==> config.mk <==
export PLATFORM = sky130hd
export DESIGN_NAME = phase_sweep
export DESIGN_NICKNAME = d
export VERILOG_FILES = /design/src/rtl/phase_sweep.sv
export SDC_FILE = /design/constraint.sdc
export NUM_CORES = 1
export LEC_CHECK = 0
export ABC_AREA = 1
export BUFFER_PORTS_ARGS = -buffer_cell sky130_fd_sc_hd__buf_2
export CAP_MARGIN = 0
export CORE_ASPECT_RATIO = 1.2
export CORE_MARGIN = 2
export CORE_UTILIZATION = 38
export CTS_CLUSTER_SIZE = 28
export DETAILED_ROUTE_END_ITERATION = 7
export HOLD_SLACK_MARGIN = 0.02
export SYNTH_ARGS = -nofsm -noshare
export SYNTH_HDL_FRONTEND = slang
export SYNTH_SLANG_ARGS = --single-unit
==> constraint.sdc <==
create_clock -name clock_i -period 1.9 [get_ports clock_i]
set_clock_uncertainty 0.15 [all_clocks]
set_input_delay 0.285 -clock clock_i [delete_from_list [all_inputs] [get_ports clock_i]]
set_output_delay 0.285 -clock clock_i [all_outputs]
set_load 0.005 [all_outputs]
==> src/rtl/phase_sweep.sv <==
// phase_sweep: steps the phase-measurement unit through every antenna channel,
// records the min/max locked phase and publishes a centring phase per sweep.
//
//   state  | meaning
//   IDLE   | waiting for sweep_i
//   SETTLE | select changed, waiting for the measurement MUX to settle
//   ALIGN  | align requested, waiting for lock, invalid or timeout
//   NEXT   | advance select, or finish after the last channel
//   FINISH | publish phase/spread, pulse done
module phase_sweep #(
    parameter int WIDTH  = 24,
    parameter int SBITS  = 5,
    parameter int RBITS  = 4,
    parameter int SETTLE = 4,
    parameter int TBITS  = 12,
    parameter int DELAY  = 3
) (
    input  logic             clock_i,
    input  logic             reset_i,
    input  logic             sweep_i,
    output logic             busy_o,
    output logic             done_o,
    output logic [RBITS-1:0] phase_o,
    output logic [RBITS-1:0] spread_o,
    output logic [WIDTH-1:0] fail_o,
    output logic [SBITS-1:0] select_o,
    output logic             align_o,
    output logic             start_o,
    output logic             restart_o,
    input  logic             locked_i,
    input  logic             strobe_i,
    input  logic [RBITS-1:0] phase_i,
    input  logic             invalid_i
);
    localparam int CW = (SETTLE > 1) ? $clog2(SETTLE) : 1;

    // DELAY is a simulation-only register delay; this model is zero-delay, so it is only range-checked.
    if (SETTLE < 1 || DELAY < 0 || WIDTH < 1 || TBITS < 1 || (2 ** SBITS) < WIDTH) begin : g_bad_params
        $error("phase_sweep: inconsistent parameters");
    end

    typedef enum logic [2:0] {
        ST_IDLE,
        ST_SETTLE,
        ST_ALIGN,
        ST_NEXT,
        ST_FINISH
    } state_t;

    state_t           state_q, state_d;
    logic [CW-1:0]    settle_q;
    logic [TBITS-1:0] tmo_q;
    logic [RBITS-1:0] min_q, max_q;
    logic             got_lock_q;
    logic [SBITS-1:0] select_q;
    logic [WIDTH-1:0] fail_q;
    logic [RBITS-1:0] phase_q, spread_q;
    logic             start_q, restart_q, done_q;

    logic             sweep_start, capture, chan_fail, restart_now;
    logic             last_chan, tmo_hit;
    logic [RBITS:0]   sum;

    assign last_chan = (select_q == SBITS'(WIDTH - 1));
    // The cycle whose increment would bring the counter to all-ones is the last ALIGN cycle.
    assign tmo_hit   = ((tmo_q + TBITS'(1)) == {TBITS{1'b1}});
    assign sum       = {1'b0, min_q} + {1'b0, max_q};

    always_ff @(posedge clock_i or posedge reset_i) begin
        if (reset_i) begin
            state_q <= ST_IDLE;
        end else begin
            state_q <= state_d;
        end
    end

    always_comb begin
        state_d     = state_q;
        sweep_start = 1'b0;
        capture     = 1'b0;
        chan_fail   = 1'b0;
        restart_now = 1'b0;
        case (state_q)
            ST_IDLE: begin
                if (sweep_i) begin
                    sweep_start = 1'b1;
                    state_d     = ST_SETTLE;
                end
            end
            ST_SETTLE: begin
                if (settle_q == '0) begin
                    state_d = ST_ALIGN;
                end
            end
            ST_ALIGN: begin
                if (invalid_i) begin
                    chan_fail   = 1'b1;
                    restart_now = 1'b1;
                    state_d     = ST_NEXT;
                end else if (locked_i && strobe_i) begin
                    capture = 1'b1;
                    state_d = ST_NEXT;
                end else if (tmo_hit) begin
                    chan_fail = 1'b1;
                    state_d   = ST_NEXT;
                end
            end
            ST_NEXT: begin
                state_d = last_chan ? ST_FINISH : ST_SETTLE;
            end
            ST_FINISH: begin
                state_d = ST_IDLE;
            end
            default: begin
                state_d = ST_IDLE;
            end
        endcase
    end

    always_ff @(posedge clock_i or posedge reset_i) begin
        if (reset_i) begin
            settle_q   <= CW'(SETTLE - 1);
            tmo_q      <= '0;
            min_q      <= '1;
            max_q      <= '0;
            got_lock_q <= 1'b0;
            select_q   <= '0;
            fail_q     <= '0;
            phase_q    <= '0;
            spread_q   <= '0;
            start_q    <= 1'b0;
            restart_q  <= 1'b0;
            done_q     <= 1'b0;
        end else begin
            start_q   <= capture && !got_lock_q;
            restart_q <= restart_now;
            done_q    <= (state_q == ST_FINISH);

            if (state_q != ST_SETTLE) begin
                settle_q <= CW'(SETTLE - 1);
            end else if (settle_q != '0) begin
                settle_q <= settle_q - CW'(1);
            end

            if (state_q == ST_ALIGN) begin
                tmo_q <= tmo_q + TBITS'(1);
            end else begin
                tmo_q <= '0;
            end

            if (sweep_start) begin
                fail_q     <= '0;
                min_q      <= '1;
                max_q      <= '0;
                got_lock_q <= 1'b0;
                select_q   <= '0;
            end

            if (capture) begin
                got_lock_q <= 1'b1;
                if (phase_i < min_q) begin
                    min_q <= phase_i;
                end
                if (phase_i > max_q) begin
                    max_q <= phase_i;
                end
            end

            if (chan_fail) begin
                fail_q <= fail_q | (WIDTH'(1) << select_q);
            end

            if (state_q == ST_NEXT && !last_chan) begin
                select_q <= select_q + SBITS'(1);
            end

            // A sweep with no locked channel leaves the previous result in place.
            if (state_q == ST_FINISH && got_lock_q) begin
                phase_q  <= RBITS'(sum >> 1);
                spread_q <= max_q - min_q;
            end
        end
    end

    assign busy_o    = (state_q != ST_IDLE);
    assign align_o   = (state_q == ST_ALIGN);
    assign done_o    = done_q;
    assign start_o   = start_q;
    assign restart_o = restart_q;
    assign select_o  = select_q;
    assign fail_o    = fail_q;
    assign phase_o   = phase_q;
    assign spread_o  = spread_q;

endmodule
==> flow_summary.yaml <==
run_status:
  status: "complete, but fails checks"
  violations: "setup timing"
clocking:
  cts_max_level: 3
  clk-insertion-delay-late_ns: 0.33
  numCtsBuffers: 9
  cts_tree: "yes"
  cts_sinks: 66
  cts_buffer_depth: 2
  clk_pin_slew_ns: 0.05
  root_buffer: "clkbuf_16"
pwr:
  power_density_nw_per_um2: 1020
  power_w: 0.00499
  swShare: 0.322
  peakVddDrop_uv: 586
  p_leak_nw: 2.48
  internal_power_w: 0.00339
  switchingPower_w: 0.00160
  clkPwrFrac: 0.357
  combPwrFrac: 0.296
  p_seq_frac: 0.347
routing:
  drt-initial-drc-count: 168
  drt-pass1-iter-count: 7
  drc: 0
  vias: 3196
  wl_um: 8730
  wl_per_cell_um: 13.1
  avgViaCountPerCell: 4.81
  postRouteAntennaNets: 0
placement:
  dp_slack_ns: -0.0747
  place_area_um2: 4240
  hpwl_um: 5960
  place_congestion: 0.793
  portBuffers: 51
floorplan:
  io_pins: 52
  fp.dieH_um: 113
  core-area_um2: 9560
  dieArea_um2: 10600
  dieWidth_um: 94.5
  initial_utilization: 0.390
  rows: 39
yosys:
  ys_seq_area_frac: 0.444
  synth_nets: 484
  ys_ff_latch: 66
  synth_warnings: 0
  synth_edf_count: 0
  synth_top_family_by_area: "simple AND/OR/NAND/NOR gates"
  synthTopCellsByCount: "nand2_1 (123), dfrtp_1 (60), inv_1 (49)"
  yosys.area_share.adder: 0.0912
  yosys.area_share.simple: 0.264
  synth_compound_area_frac: 0.111
  yosys-mux-area-fraction: 0
  synth_top_area_frac: 0.402
  synth_most_common_cell: "nand2_1"
  avgSynthCellArea_um2: 8.33
  ys_top_cells_by_area: "dfrtp_1 (40%), nand2_1 (12%), ha_1 (8.0%)"
  synth_xor_area_frac: 0.0141
  netlist_area_um2: 3730
  ys_types: 36
  async_flop_share: 1.00
  syn_inst: 448
  yosys.area.top_type: "dfrtp_1"
  synth_ff_type: "dfrtp_1"
sta:
  finalCritPeriodShare: 1.01
  hold_viol: 0
  finalWorstSetupSlack_ns: -0.0254
  period_minus_slack_ns: 1.93
  setup_violations: 9
  worstMarginPinSlew_ns: 0.397
  rsz0062_at_grt: "yes"
  timing.fmax_ghz: 0.519
  maxSlewViolCount: 0
  relSlewSlack: 0.735
grt:
  grtUsageTotal: 0.172
  grt_max_degree: 67
  first_global_vias: 3084
  grt_pass1_wl_um: 14200
  grt_overflow_total: 0
  grt_antenna_before_repair: 0
setup_path:
  setup.worst_path.start_class: "flop"
  crit_chain: "ha_4 -> nand2_2 -> nand2_2 -> nor2_2 -> nand2_1 -> nor2_1 -> nand2_1 -> nor2_2 -> nand3_2 -> nand2_4 -> clkbuf_16 -> nand2_2 -> nand2_1"
  crit_family: "simple AND/OR/NAND/NOR gates"
  cp-end-kind: "flop"
  critPathBufInv: 1
  critPathRequiredTime_ns: 2.02
  path_max_fanout: 4
  worst_ep_arrival_time_ns: 2.05
  critPathMaxStageDelay_ns: 0.44
  setup.worst_path.class: "reg2reg"
  slowest_stage: "dfrtp_2"
layout:
  stdcell_area_um2: 4910
  num-fill-cells: 932
  register_area_um2: 1660
  nets: 573
  multiInputGateArea_um2: 1950
  synthToLayoutAreaGrowth_pct: 31.4
  diodes: 0
  postLayoutCoreUtil: 0.513
  drive_above_1_share: 0.341
min_path:
  hold_path.class: "in2reg"
job:
  cap_violations: 0
stage by stage:
step	hold slack (ns)	TNS, ns	std cells
after floorplan	0.239	0	448
after detailed placement	0.260	-1.36	632
final	0.0542	-0.0907	665
after CTS	0.0389	-0.529	660
after global routing	0.0476	-3.23	665
after global placement	0.265	-0.917	632
worst reg2reg max path: cells and delay by family, from the launching register on:
family / cells / cell delay [ns]
fa+ha+maj: 1 / 0.19
flops: 1 / 0.44
buf+inv: 1 / 0.18
simple gates: 11 / 0.90
state kept, by name, summed over array words and instances, names as in the netlist:
signal	count
fail_o	24
spread_o	4
select_o	5
start_o	1
settle_q	2
done_o	1
tmo_q	12
got_lock_q	1
phase_o	4
min_q	4
restart_o	1
state_q	3
max_q	4
power by group through the flow:
stage,Combinational [W],Sequential (W),Clock (W)
final,0.00148,0.00173,0.00178
after global routing,0.00167,0.00175,0.00190
after CTS,0.00140,0.00173,0.00181
after detailed placement,0.00131,0.00175,0
after global placement,0.00128,0.00174,0
after floorplan,0.000861,0.00173,0
logic make-up after synthesis:
| logic type | Yosys count |
|---|---|
| compound gates | 69 |
| buf+inv | 63 |
| simple gates | 218 |
| flops | 66 |
| fa+ha+maj | 26 |
| xor+xnor | 6 |
final cells by class:
class                      count  area share
clock inverter                 5      0.0158
clock buffer                  11      0.0495
inverter                      52      0.0421
timing repair buffer          89       0.126
sequential                    66       0.339
multi-input combinational    319       0.396
tap                          123      0.0314
metal layers:
layer | part of all wire | up-vias | global-route usage
li1 | - | 1613 | -
met4 | 0.021 | 0 | 0.0725
met5 | 0 | - | 0
met3 | 0.056 | 14 | 0.0483
met1 | 0.44 | 1485 | 0.217
met2 | 0.48 | 84 | 0.276
layout by cell type (no fill, tap or decap), types with 4 or more instances in the layout:
| cell type | synthesis | layout |
|---|---|---|
| a21oi_1 | 18 | 15 |
| nand2_2 | 23 | 37 |
| o21ai_1 | 1 | 4 |
| ha_4 | 0 | 4 |
| o21ai_0 | 22 | 19 |
| buf_2 | 0 | 51 |
| nand3_1 | 23 | 21 |
| dfrtp_1 | 60 | 56 |
| buf_4 | 1 | 30 |
| dfstp_2 | 6 | 6 |
| nand2_1 | 123 | 107 |
| xor2_1 | 4 | 4 |
| ha_1 | 24 | 19 |
| nor3_1 | 5 | 5 |
| nor2_2 | 5 | 7 |
| o21bai_1 | 22 | 22 |
| dfrtp_2 | 0 | 4 |
| inv_1 | 49 | 43 |
| nor2_1 | 28 | 24 |
| clkbuf_16 | 0 | 10 |
path summary, 6_finish.rpt:
kind	slack [ns]	endpoint	cells after the start	startpoint
max in group asynchronous	0.84	min_q[0]$_DFF_PP1_	4	reset_i
min in group asynchronous	0.45	start_o$_DFF_PP0_	4	reset_i
max	-0.03	fail_o[5]$_DFFE_PP0P_	13	tmo_q[1]$_DFF_PP0_
max reg2reg	-0.03	fail_o[5]$_DFFE_PP0P_	13	tmo_q[1]$_DFF_PP0_
min	0.05	min_q[3]$_DFF_PP1_	3	phase_i[3]
min reg2reg	0.32	start_o$_DFF_PP0_	1	got_lock_q$_DFFE_PP0P_
what timing repair did:
action / 4_1_cts / 5_1_grt
buffers inserted: 10 / 4
endpoints found under the setup margin: 28 / 35
cloned: 1 / 1
hold buffers: 1 / 0
hold endpoints to repair: 60 / 0
gates resized for setup: 20 / 36
pin swaps: 11 / 17
(Power assumes the default switching activity.)
